**src/rtl/pipe_stage_reg_pkg.sv**
```systemverilog
// pipe_stage_reg_pkg: shared encodings and widths for the generic pipeline stage register.
package pipe_stage_reg_pkg;
    localparam logic [15:0] PIPE_NOP = 16'h0800;
    localparam int PIPE_CTRL_W = 8;
    localparam int CNT_W = 16;
    localparam int CTRL_REGWRT = 0;
    localparam int CTRL_MEMWRT = 1;
    localparam int CTRL_READEN = 2;
    localparam int CTRL_WBSEL_LO = 3;
    localparam int CTRL_WBSEL_HI = 4;
    localparam int CTRL_WRTREG_LO = 5;
    localparam int CTRL_WRTREG_HI = 7;

    function automatic logic [CNT_W-1:0] sat_inc(input logic [CNT_W-1:0] c, input logic en);
        return (en && !(&c)) ? c + 1'b1 : c;
    endfunction
endpackage

```
**src/rtl/pipe_en_reg.sv**
```systemverilog
// pipe_en_reg: width-parametrised register with load enable and async active-high reset.
module pipe_en_reg
    import pipe_stage_reg_pkg::*;
#(
    parameter int W = 1,
    parameter logic [W-1:0] RST_VAL = '0
) (
    input  logic         clk,
    input  logic         rst,
    input  logic         en,
    input  logic [W-1:0] d,
    output logic [W-1:0] q
);
    always_ff @(posedge clk or posedge rst)
        if (rst) q <= RST_VAL;
        else if (en) q <= d;
endmodule

```
**src/rtl/pipe_stage_reg.sv**
```systemverilog
// pipe_stage_reg: generic inter-stage register with stall/flush; PIPE_PERF_CNT_EN adds
// saturating stall/flush counters (tied to zero when undefined).
module pipe_stage_reg
    import pipe_stage_reg_pkg::*;
#(
    parameter int DATA_W = 64,
    parameter int CTRL_W = PIPE_CTRL_W,
    parameter int INSTR_W = 16,
    parameter logic [INSTR_W-1:0] NOP_INSTR = INSTR_W'(PIPE_NOP)
) (
    input  logic               clk,
    input  logic               rst,
    input  logic               stall,
    input  logic               flush,
    input  logic               validIn,
    input  logic [DATA_W-1:0]  dataIn,
    input  logic [CTRL_W-1:0]  ctrlIn,
    input  logic [INSTR_W-1:0] instrIn,
    input  logic               haltIn,
    output logic               validOut,
    output logic [DATA_W-1:0]  dataOut,
    output logic [CTRL_W-1:0]  ctrlOut,
    output logic [INSTR_W-1:0] instrOut,
    output logic               haltOut,
    output logic [CNT_W-1:0]   stallCnt,
    output logic [CNT_W-1:0]   flushCnt
);
    logic upd, bub;
    assign upd = flush | ~stall;
    // bubble fields are forced so an invalid slot can never cause side effects
    assign bub = flush | ~validIn;

    pipe_en_reg #(.W(1)) u_valid (
        .clk(clk), .rst(rst), .en(upd), .d(~flush & validIn), .q(validOut));
    pipe_en_reg #(.W(DATA_W)) u_data (
        .clk(clk), .rst(rst), .en(~flush & ~stall), .d(dataIn), .q(dataOut));
    pipe_en_reg #(.W(CTRL_W)) u_ctrl (
        .clk(clk), .rst(rst), .en(upd), .d(bub ? '0 : ctrlIn), .q(ctrlOut));
    pipe_en_reg #(.W(INSTR_W), .RST_VAL(NOP_INSTR)) u_instr (
        .clk(clk), .rst(rst), .en(upd), .d(bub ? NOP_INSTR : instrIn), .q(instrOut));
    pipe_en_reg #(.W(1)) u_halt (
        .clk(clk), .rst(rst), .en(upd), .d(~bub & haltIn), .q(haltOut));

`ifdef PIPE_PERF_CNT_EN
    logic [CNT_W-1:0] stall_q, flush_q;
    always_ff @(posedge clk or posedge rst)
        if (rst) begin
            stall_q <= '0;
            flush_q <= '0;
        end else begin
            stall_q <= sat_inc(stall_q, stall & ~flush & validOut);
            flush_q <= sat_inc(flush_q, flush & validOut);
        end
    assign stallCnt = stall_q;
    assign flushCnt = flush_q;
`else
    assign stallCnt = '0;
    assign flushCnt = '0;
`endif
endmodule

```
**config.mk**
```make
export PLATFORM = sky130hd
export DESIGN_NAME = pipe_stage_reg
export DESIGN_NICKNAME = d
export VERILOG_FILES = /design/src/rtl/pipe_stage_reg_pkg.sv /design/src/rtl/pipe_en_reg.sv /design/src/rtl/pipe_stage_reg.sv
export SDC_FILE = /design/constraint.sdc
export NUM_CORES = 1
export LEC_CHECK = 0
export CORE_UTILIZATION = 40
export DETAILED_ROUTE_END_ITERATION = 10
export DONT_BUFFER_PORTS = 1
export GPL_TIMING_DRIVEN = 0
export HOLD_SLACK_MARGIN = 0.08
export PLACE_DENSITY = 0.56
export RECOVER_POWER = 100
export SYNTH_ARGS = -nofsm -noshare
export SYNTH_HDL_FRONTEND = slang
export SYNTH_SLANG_ARGS = --single-unit
export TNS_END_PERCENT = 20
```
**constraint.sdc**
```tcl
create_clock -name clk -period 2.7 [get_ports clk]
set_input_delay 0.27 -clock clk [delete_from_list [all_inputs] [get_ports clk]]
set_output_delay 0.27 -clock clk [all_outputs]
set_load 0.02 [all_outputs]
```
==> qor.csv, run 1 <==
stage,metric,value,unit
finish,final_cell_mix,"92 x dlygate4sd3_1, 89 x dfrtp_1, 58 x mux2_2",
finish,seq_area,0.002253,sq mm
synthesis,synth_largest_type_area_fraction,61.06,%
synthesis,synth-seq-cells,90,
placed_design,postPlaceCellArea,0.003929,sq mm
critical_path,r2r_setup_slack,1350,ps
sta,setup-violations-final,0,
global_routing,grt.met3_usage,6.547,%
floorplanning,die_extent_in_y,97.49,microns
sta,maxSlewHeadroom,47.34,%
critical_path,cp.required,2930,ps
critical_path,worst_setup_path_start_kind,input pin,
sta,layout_min_cycle_time,1544,ps
floorplanning,total_die_area,0.009504,sq mm
pwr,finalPower,0.003282,W
route,route.detailed.drc,0,
pwr,internal_dissipation,0.002316,W
clock_tree,cts-buffers-inserted,9,
route,dr_total_vias,2288,
global_routing,grt_start_max_net_pins,49,
route,detail_route.wirelength,8077,microns
finish,synthToLayoutAreaGrowth,37.36,%
synthesis,postSynthAreaPerCell,15.52,sq um
synthesis,synthCells,235,
clock_tree,worstSkewPairLatency,340,ps
synthesis,largest_family_of_logic_cells_by_synthesized_area,multiplexers,
finish,final_layout_size_suffix_gt1_share,29.87,%
synthesis,synth.yosys.seq_area_share,61.78,%
critical_path,endpoint_kind,flop,
global_routing,number_of_antenna_violations_at_the_first_check_in_global_routing,0,
critical_path,path_delay_family,simple AND/OR/NAND/NOR gates,
clock_tree,post-cts-setup-buffers,0,
sta,slew_viol_final,0,
synthesis,synth_compound_gate_area_share,6.827,%
sta,slew_at_the_pin_with_the_worst_max_slew_slack,787.0,ps
floorplanning,die_w,97.49,microns
clock_tree,clk_pin_slew_worst_paths,100,ps
critical_path,path_max_fanout,10,
pwr,switchingPower,0.0009657,W
critical_path,crit_path_max_incr_delay,590,ps
pwr,power.sequential.fraction,55.2,%
clock_tree,cts-htree-levels,3,
floorplanning,io_pins,216,
synthesis,synthDistinctLibCells,16,
finish,commonest_non_fill_non_tap_cell_in_the_layout,dlygate4sd3_1,
route,routed_via_density,4.737,
finish,multi_input_comb_area,0.001120,sq mm
floorplanning,rows,34,
floorplanning,initial_core_utilization,41.62,%
clock_tree,cts_sinks,90,
critical_path,critPathSlowestCell,nor2_1,
sta,hold_viol_final,0,
placed_design,finalWeightedCongestion,0.6758,
synthesis,synth-edff-count,0,
run_status,status,finished clean,
clock_tree,clock_path_buffers,2,
critical_path,r2r_start,u_valid.q,
global_routing,grt_usage,17.48,%
pwr,share_comb_of_total_power,13.0,%
route,drtIter0Drc,63,
sta,finClkSkew,0,ps
critical_path,reg2reg_depth,3,
finish,layoutNonFillerInstCount,483,
critical_path,regToRegEndpoint,u_valid.q,
global_routing,globalRoute.totalOverflow,0,
synthesis,synthMuxAreaShare,20.03,%
route,routed_length_per_placed_instance,16.72,microns
synthesis,post_synth_and_or_nand_nor_area_fraction,0.7547,%
sta,fin_tns_setup,0,ps
pwr,power.density,655.1,mW/mm^2
critical_path,cp_data_arrival_time,1780,ps
global_routing,first_global_vias,2429,
job,max-cap-violations,0,
placed_design,detailedPlacementHpwl,5175,microns
synthesis,xor_xnor_share_of_the_synthesized_area,0,%
synthesis,syn-cell-area,0.003647,sq mm
synthesis,synth-main-ff-cell,dfrtp_1,
hold_path,worstHoldPathCells,2,
pwr,irDropWorstVdd,339.3,uV
pwr,pwr-share-clk,31.8,%
finish,n_antenna_cell,0,
finish,final_core_utilization,57.17,%
sta,max_freq,647.6,MHz
sta,grt_setup_unrepaired,no,
hold_path,sink_of_the_worst_hold_path,u_ctrl.q[2],
synthesis,asyncSetResetFlopFracSynth,100.0,%
synthesis,post_synth_main_area_contributors,"dfrtp_1 61%, mux2_2 18%, buf_4 7.2%",
synthesis,synth_adder_area_share,0,%
global_routing,globalRouteMet2Util,29.10,%
floorplanning,placeableCoreArea,0.008763,sq mm
placed_design,placed_cells,375,
route,detail_route.first_pass.iterations,4,
finish,postLayoutCellArea,0.005010,sq mm
sta,final_period_util,57.19,%
critical_path,crit_path_cell_trace,"nor2_1, clkbuf_1, mux2_2",
hold_path,timing.hold.worst.class,input pin to flop,
critical_path,cp_num_buf_inv,1,
synthesis,yosysWarnings,0,
route,ant_nets,0,
hold_path,hold_path.startpoint,flush,
global_routing,grt_busiest_layer,met2,
clock_tree,post_cts_resize_count,0,
clock_tree,cts_tree,built,
pwr,power_switching_share,29.43,%
placed_design,io_buffers,0,
pwr,cellLeakagePower,2.251,nW
critical_path,path_class,input pin to flop,
global_routing,grt_pass1_wl,13050,microns
global_routing,grt.met1_usage,20.69,%
synthesis,yosysTopAreaCell,dfrtp_1,
clock_tree,cts_root_buffer,clkbuf_8,
finish,layout.nets,464,
finish,fillerInstances,724,
[state kept, by name (all words and copies together) (netlist names)]
| register | cells |
|---|---|
| u_instr.q | 16 |
| u_halt.q | 1 |
| u_valid.q | 1 |
| u_ctrl.q | 8 |
| u_data.q | 64 |
[cell families (layout without fill, tap and decap cells)]
family / after synthesis / in the layout
buffers and inverters: 50 / 159
other: 1 / 32
muxes: 65 / 65
DFF: 90 / 90
and+or+nand+nor: 4 / 4
AOI/OAI and AO/OA: 25 / 25
[power by group through the flow]
stage | clock network (W) | registers (W) | logic [W]
6_report | 0.00104 | 0.00181 | 0.000426
5_1_grt | 0.00114 | 0.00183 | 0.000466
4_1_cts | 0.00108 | 0.00181 | 0.000438
3_5_place_dp | 0 | 0.00184 | 0.000331
3_3_place_gp | 0 | 0.00184 | 0.000315
2_1_floorplan | 0 | 0.00180 | 0.000287
[cell usage after synthesis, types with 2 or more instances]
master	instances
buf_2	3
mux2_2	58
inv_1	3
nor2b_1	2
dfrtp_1	89
mux2_1	6
a32o_1	24
buf_4	35
buf_6	8
[per-stage QoR]
| stage | hold slack (ps) | worst slack (ps) |
|---|---|---|
| CTS | 199.5 | 1349 |
| global route | 276.2 | 958.9 |
| floorplan | 336.4 | 96.40 |
| finish | 255.5 | 1156 |
| detailed placement | 241.9 | 1349 |
| global placement | 340.5 | -864.3 |
[worst max path at each step]
stage	from	endpoint	depth (start not counted)
after global routing	flush	u_data.q[17]	3
final	flush	u_data.q[39]	3
after global placement	rst	u_data.q[38]	1
after detailed placement	flush	u_data.q[7]	3
after floorplan	rst	u_ctrl.q[0]	1
after CTS	u_valid.q	u_valid.q	3
[metal layers]
layer  up-vias  share of wire, %  routed length (microns)
met5         -                 0                        0
met4         0               1.2                       94
met3        10               9.9                      798
met2       127                51                     4131
met1      1111                38                     3051
li1       1040                 -                        -
[timing repair]
item / in CTS / in global routing
hold buffers: 92 / 0
endpoints found under the hold margin: 132 / 0
endpoints found under the setup margin: 0 / 0
[final cells by class]
class | instances | area share, %
clock inverters | 6 | 1.898
repair buffers | 93 | 18.93
multi-input cells | 126 | 22.35
plain buffers | 46 | 6.044
inverters | 4 | 0.3497
flip-flops and latches | 90 | 44.98
clock buffers | 10 | 2.747
well taps | 108 | 2.697
(Power assumes the default switching activity.)
==> run 2, diff against run 1 <==
--- a/config.mk
+++ b/config.mk
@@ -10,7 +10,7 @@
 export DONT_BUFFER_PORTS = 1
 export GPL_TIMING_DRIVEN = 0
 export HOLD_SLACK_MARGIN = 0.08
-export PLACE_DENSITY = 0.56
+export PLACE_DENSITY = 0.54
 export RECOVER_POWER = 100
 export SYNTH_ARGS = -nofsm -noshare
 export SYNTH_HDL_FRONTEND = slang
==> constraint.sdc (replaced) <==
create_clock -name clk -period 1.5 [get_ports clk]
set_input_delay 0.15 -clock clk [delete_from_list [all_inputs] [get_ports clk]]
set_output_delay 0.15 -clock clk [all_outputs]
set_load 0.02 [all_outputs]
==> run 2 against run 1 <==
Clock skew unchanged. Clock-buffer cell count increased by 2. Cell count increased by 0.21%. Clock power increased by 63%. Critical path depth unchanged. Global-route usage decreased by 1.0 points.
==> qor.csv, run 2 (synthesized netlist as in run 1, its figures left out) <==
stage,metric,value,unit
pwr,irDropWorstVdd,515.7,uV
clock_tree,clock_path_buffers,2,
floorplanning,die_extent_in_y,97.49,microns
sta,grt_setup_unrepaired,no,
critical_path,cp.required,1720,ps
global_routing,globalRoute.totalOverflow,0,
sta,slew_viol_final,0,
route,drtIter0Drc,40,
job,max-cap-violations,0,
clock_tree,worstSkewPairLatency,340,ps
placed_design,finalWeightedCongestion,0.6833,
finish,synthToLayoutAreaGrowth,38.22,%
run_status,status,finished clean,
critical_path,worst_setup_path_start_kind,flop,
sta,layout_setup_ws,149.4,ps
finish,final_cell_mix,"92 x dlygate4sd3_1, 89 x dfrtp_1, 58 x mux2_2",
floorplanning,placeableCoreArea,0.008763,sq mm
sta,setup-violations-final,0,
placed_design,postPlaceCellArea,0.003943,sq mm
sta,hold_viol_final,0,
critical_path,path_class,flop to flop,
finish,largest_registers,"u_data.q (64), u_instr.q (16), u_ctrl.q (8)",
sta,layout_min_cycle_time,1351,ps
finish,fillerInstances,709,
finish,seq_area,0.002253,sq mm
finish,n_antenna_cell,0,
finish,final_layout_size_suffix_gt1_share,32.71,%
clock_tree,cts_tree,built,
route,detail_route.wirelength,7751,microns
clock_tree,cts_root_buffer,clkbuf_8,
global_routing,grt_busiest_layer,met2,
finish,commonest_non_fill_non_tap_cell_in_the_layout,dlygate4sd3_1,
global_routing,grt_pass1_wl,12360,microns
clock_tree,post_cts_resize_count,0,
global_routing,globalRouteMet2Util,27.76,%
sta,final_period_util,90.04,%
route,dr_total_vias,2271,
global_routing,number_of_antenna_violations_at_the_first_check_in_global_routing,0,
finish,final_core_utilization,57.52,%
critical_path,endpoint_kind,flop,
route,detail_route.first_pass.iterations,4,
placed_design,detailedPlacementHpwl,5159,microns
hold_path,timing.hold.worst.class,input pin to flop,
pwr,cellLeakagePower,2.271,nW
floorplanning,die_w,97.49,microns
placed_design,io_buffers,0,
sta,max_freq,740.4,MHz
critical_path,path_max_fanout,2,
clock_tree,clk_pin_slew_worst_paths,80,ps
clock_tree,cts-htree-levels,3,
clock_tree,cts_sinks,90,
global_routing,grt_usage,16.46,%
finish,layoutNonFillerInstCount,484,
finish,largest-register,u_data.q,
floorplanning,rows,34,
global_routing,grt_start_max_net_pins,43,
sta,finClkSkew,0,ps
floorplanning,io_pins,216,
global_routing,grt.met3_usage,6.043,%
finish,postLayoutCellArea,0.005041,sq mm
finish,layout.nets,465,
global_routing,grt.met1_usage,18.80,%
finish,max_ffs_per_register,64,
route,routed_via_density,4.692,
placed_design,placed_cells,376,
floorplanning,total_die_area,0.009504,sq mm
pwr,power.density,1136,mW/mm^2
critical_path,cp_data_arrival_time,1580,ps
sta,maxSlewHeadroom,62.20,%
floorplanning,initial_core_utilization,41.62,%
clock_tree,cts-buffers-inserted,9,
route,ant_nets,0,
finish,multi_input_comb_area,0.001127,sq mm
sta,slew_at_the_pin_with_the_worst_max_slew_slack,567.0,ps
route,routed_length_per_placed_instance,16.01,microns
route,route.detailed.drc,0,
placed_design,dpl_worst_slack,320.4,ps
global_routing,first_global_vias,2439,
run 2: cell types whose count changed in the layout (fill, tap and decap cells not counted), moves of 2 or more:
cell / previous run / this run
clkinvlp_4: 0 / 2
clkbuf_1: 10 / 1
buf_6: 0 / 8
inv_6: 3 / 0
clkbuf_4: 0 / 2
run 2: final cells by class:
| type | count | share of cell area [%] |
|---|---|---|
| timing repair buffer | 94 | 18.57 |
| clock inverter | 4 | 0.9928 |
| tap | 108 | 2.681 |
| multi-input combinational | 126 | 22.36 |
| clock buffer | 12 | 3.078 |
| inverter | 4 | 0.3227 |
| buffer | 46 | 7.297 |
| sequential | 90 | 44.70 |
run 2: worst paths after layout:
check / start / slack [ps] / cells past startpoint / end
hold reg to reg: u_instr.q[11] / 600 / 2 / u_instr.q[11]
setup / recovery: u_valid.q / 150 / 3 / u_valid.q
max in group asynchronous: rst / 290 / 3 / u_data.q[8]
setup reg to reg: u_valid.q / 150 / 3 / u_valid.q
hold / removal: stall / 110 / 2 / u_data.q[5]
min in group asynchronous: rst / 260 / 2 / u_ctrl.q[7]
run 2: power breakdown:
| part | internal (W) | switching, W | leakage [nW] | total [W] |
|---|---|---|---|---|
| logic | 0.000473 | 0.000304 | 1.07 | 0.000777 |
| registers | 0.00270 | 0.000560 | 1.10 | 0.00326 |
| clock network | 0.000860 | 0.000826 | 0.0986 | 0.00169 |
run 2: through the flow:
stage / hold WS [ps] / setup TNS (ps) / power, W
final: 110.1 / 0 / 0.005728
after global routing: 94.62 / 0 / 0.005993
after CTS: 82.57 / 0 / 0.005815
after detailed placement: 1.850 / 0 / 0.003913
after global placement: 218.5 / -17410 / 0.003882
after floorplan: 216.4 / 0 / 0.003762
run 2: critical path: stages (launching register included):
cell and delay, ps:
dfrtp_1 460, mux2i_1 170, nor2_1 50, dlygate4sd3_1 550
run 2: repair_timing:
| item | CTS | global route |
|---|---|---|
| endpoints found under the hold margin | 179 | 0 |
| hold buffers | 92 | 0 |
| buffers inserted | 0 | 0 |
run 2: metal layers:
| metal | part of all wire [%] | vias to the layer above |
|---|---|---|
| li1 | - | 1049 |
| met1 | 39 | 1085 |
| met2 | 49 | 124 |
| met3 | 9.4 | 13 |
| met4 | 1.7 | 0 |
| met5 | 0 | - |
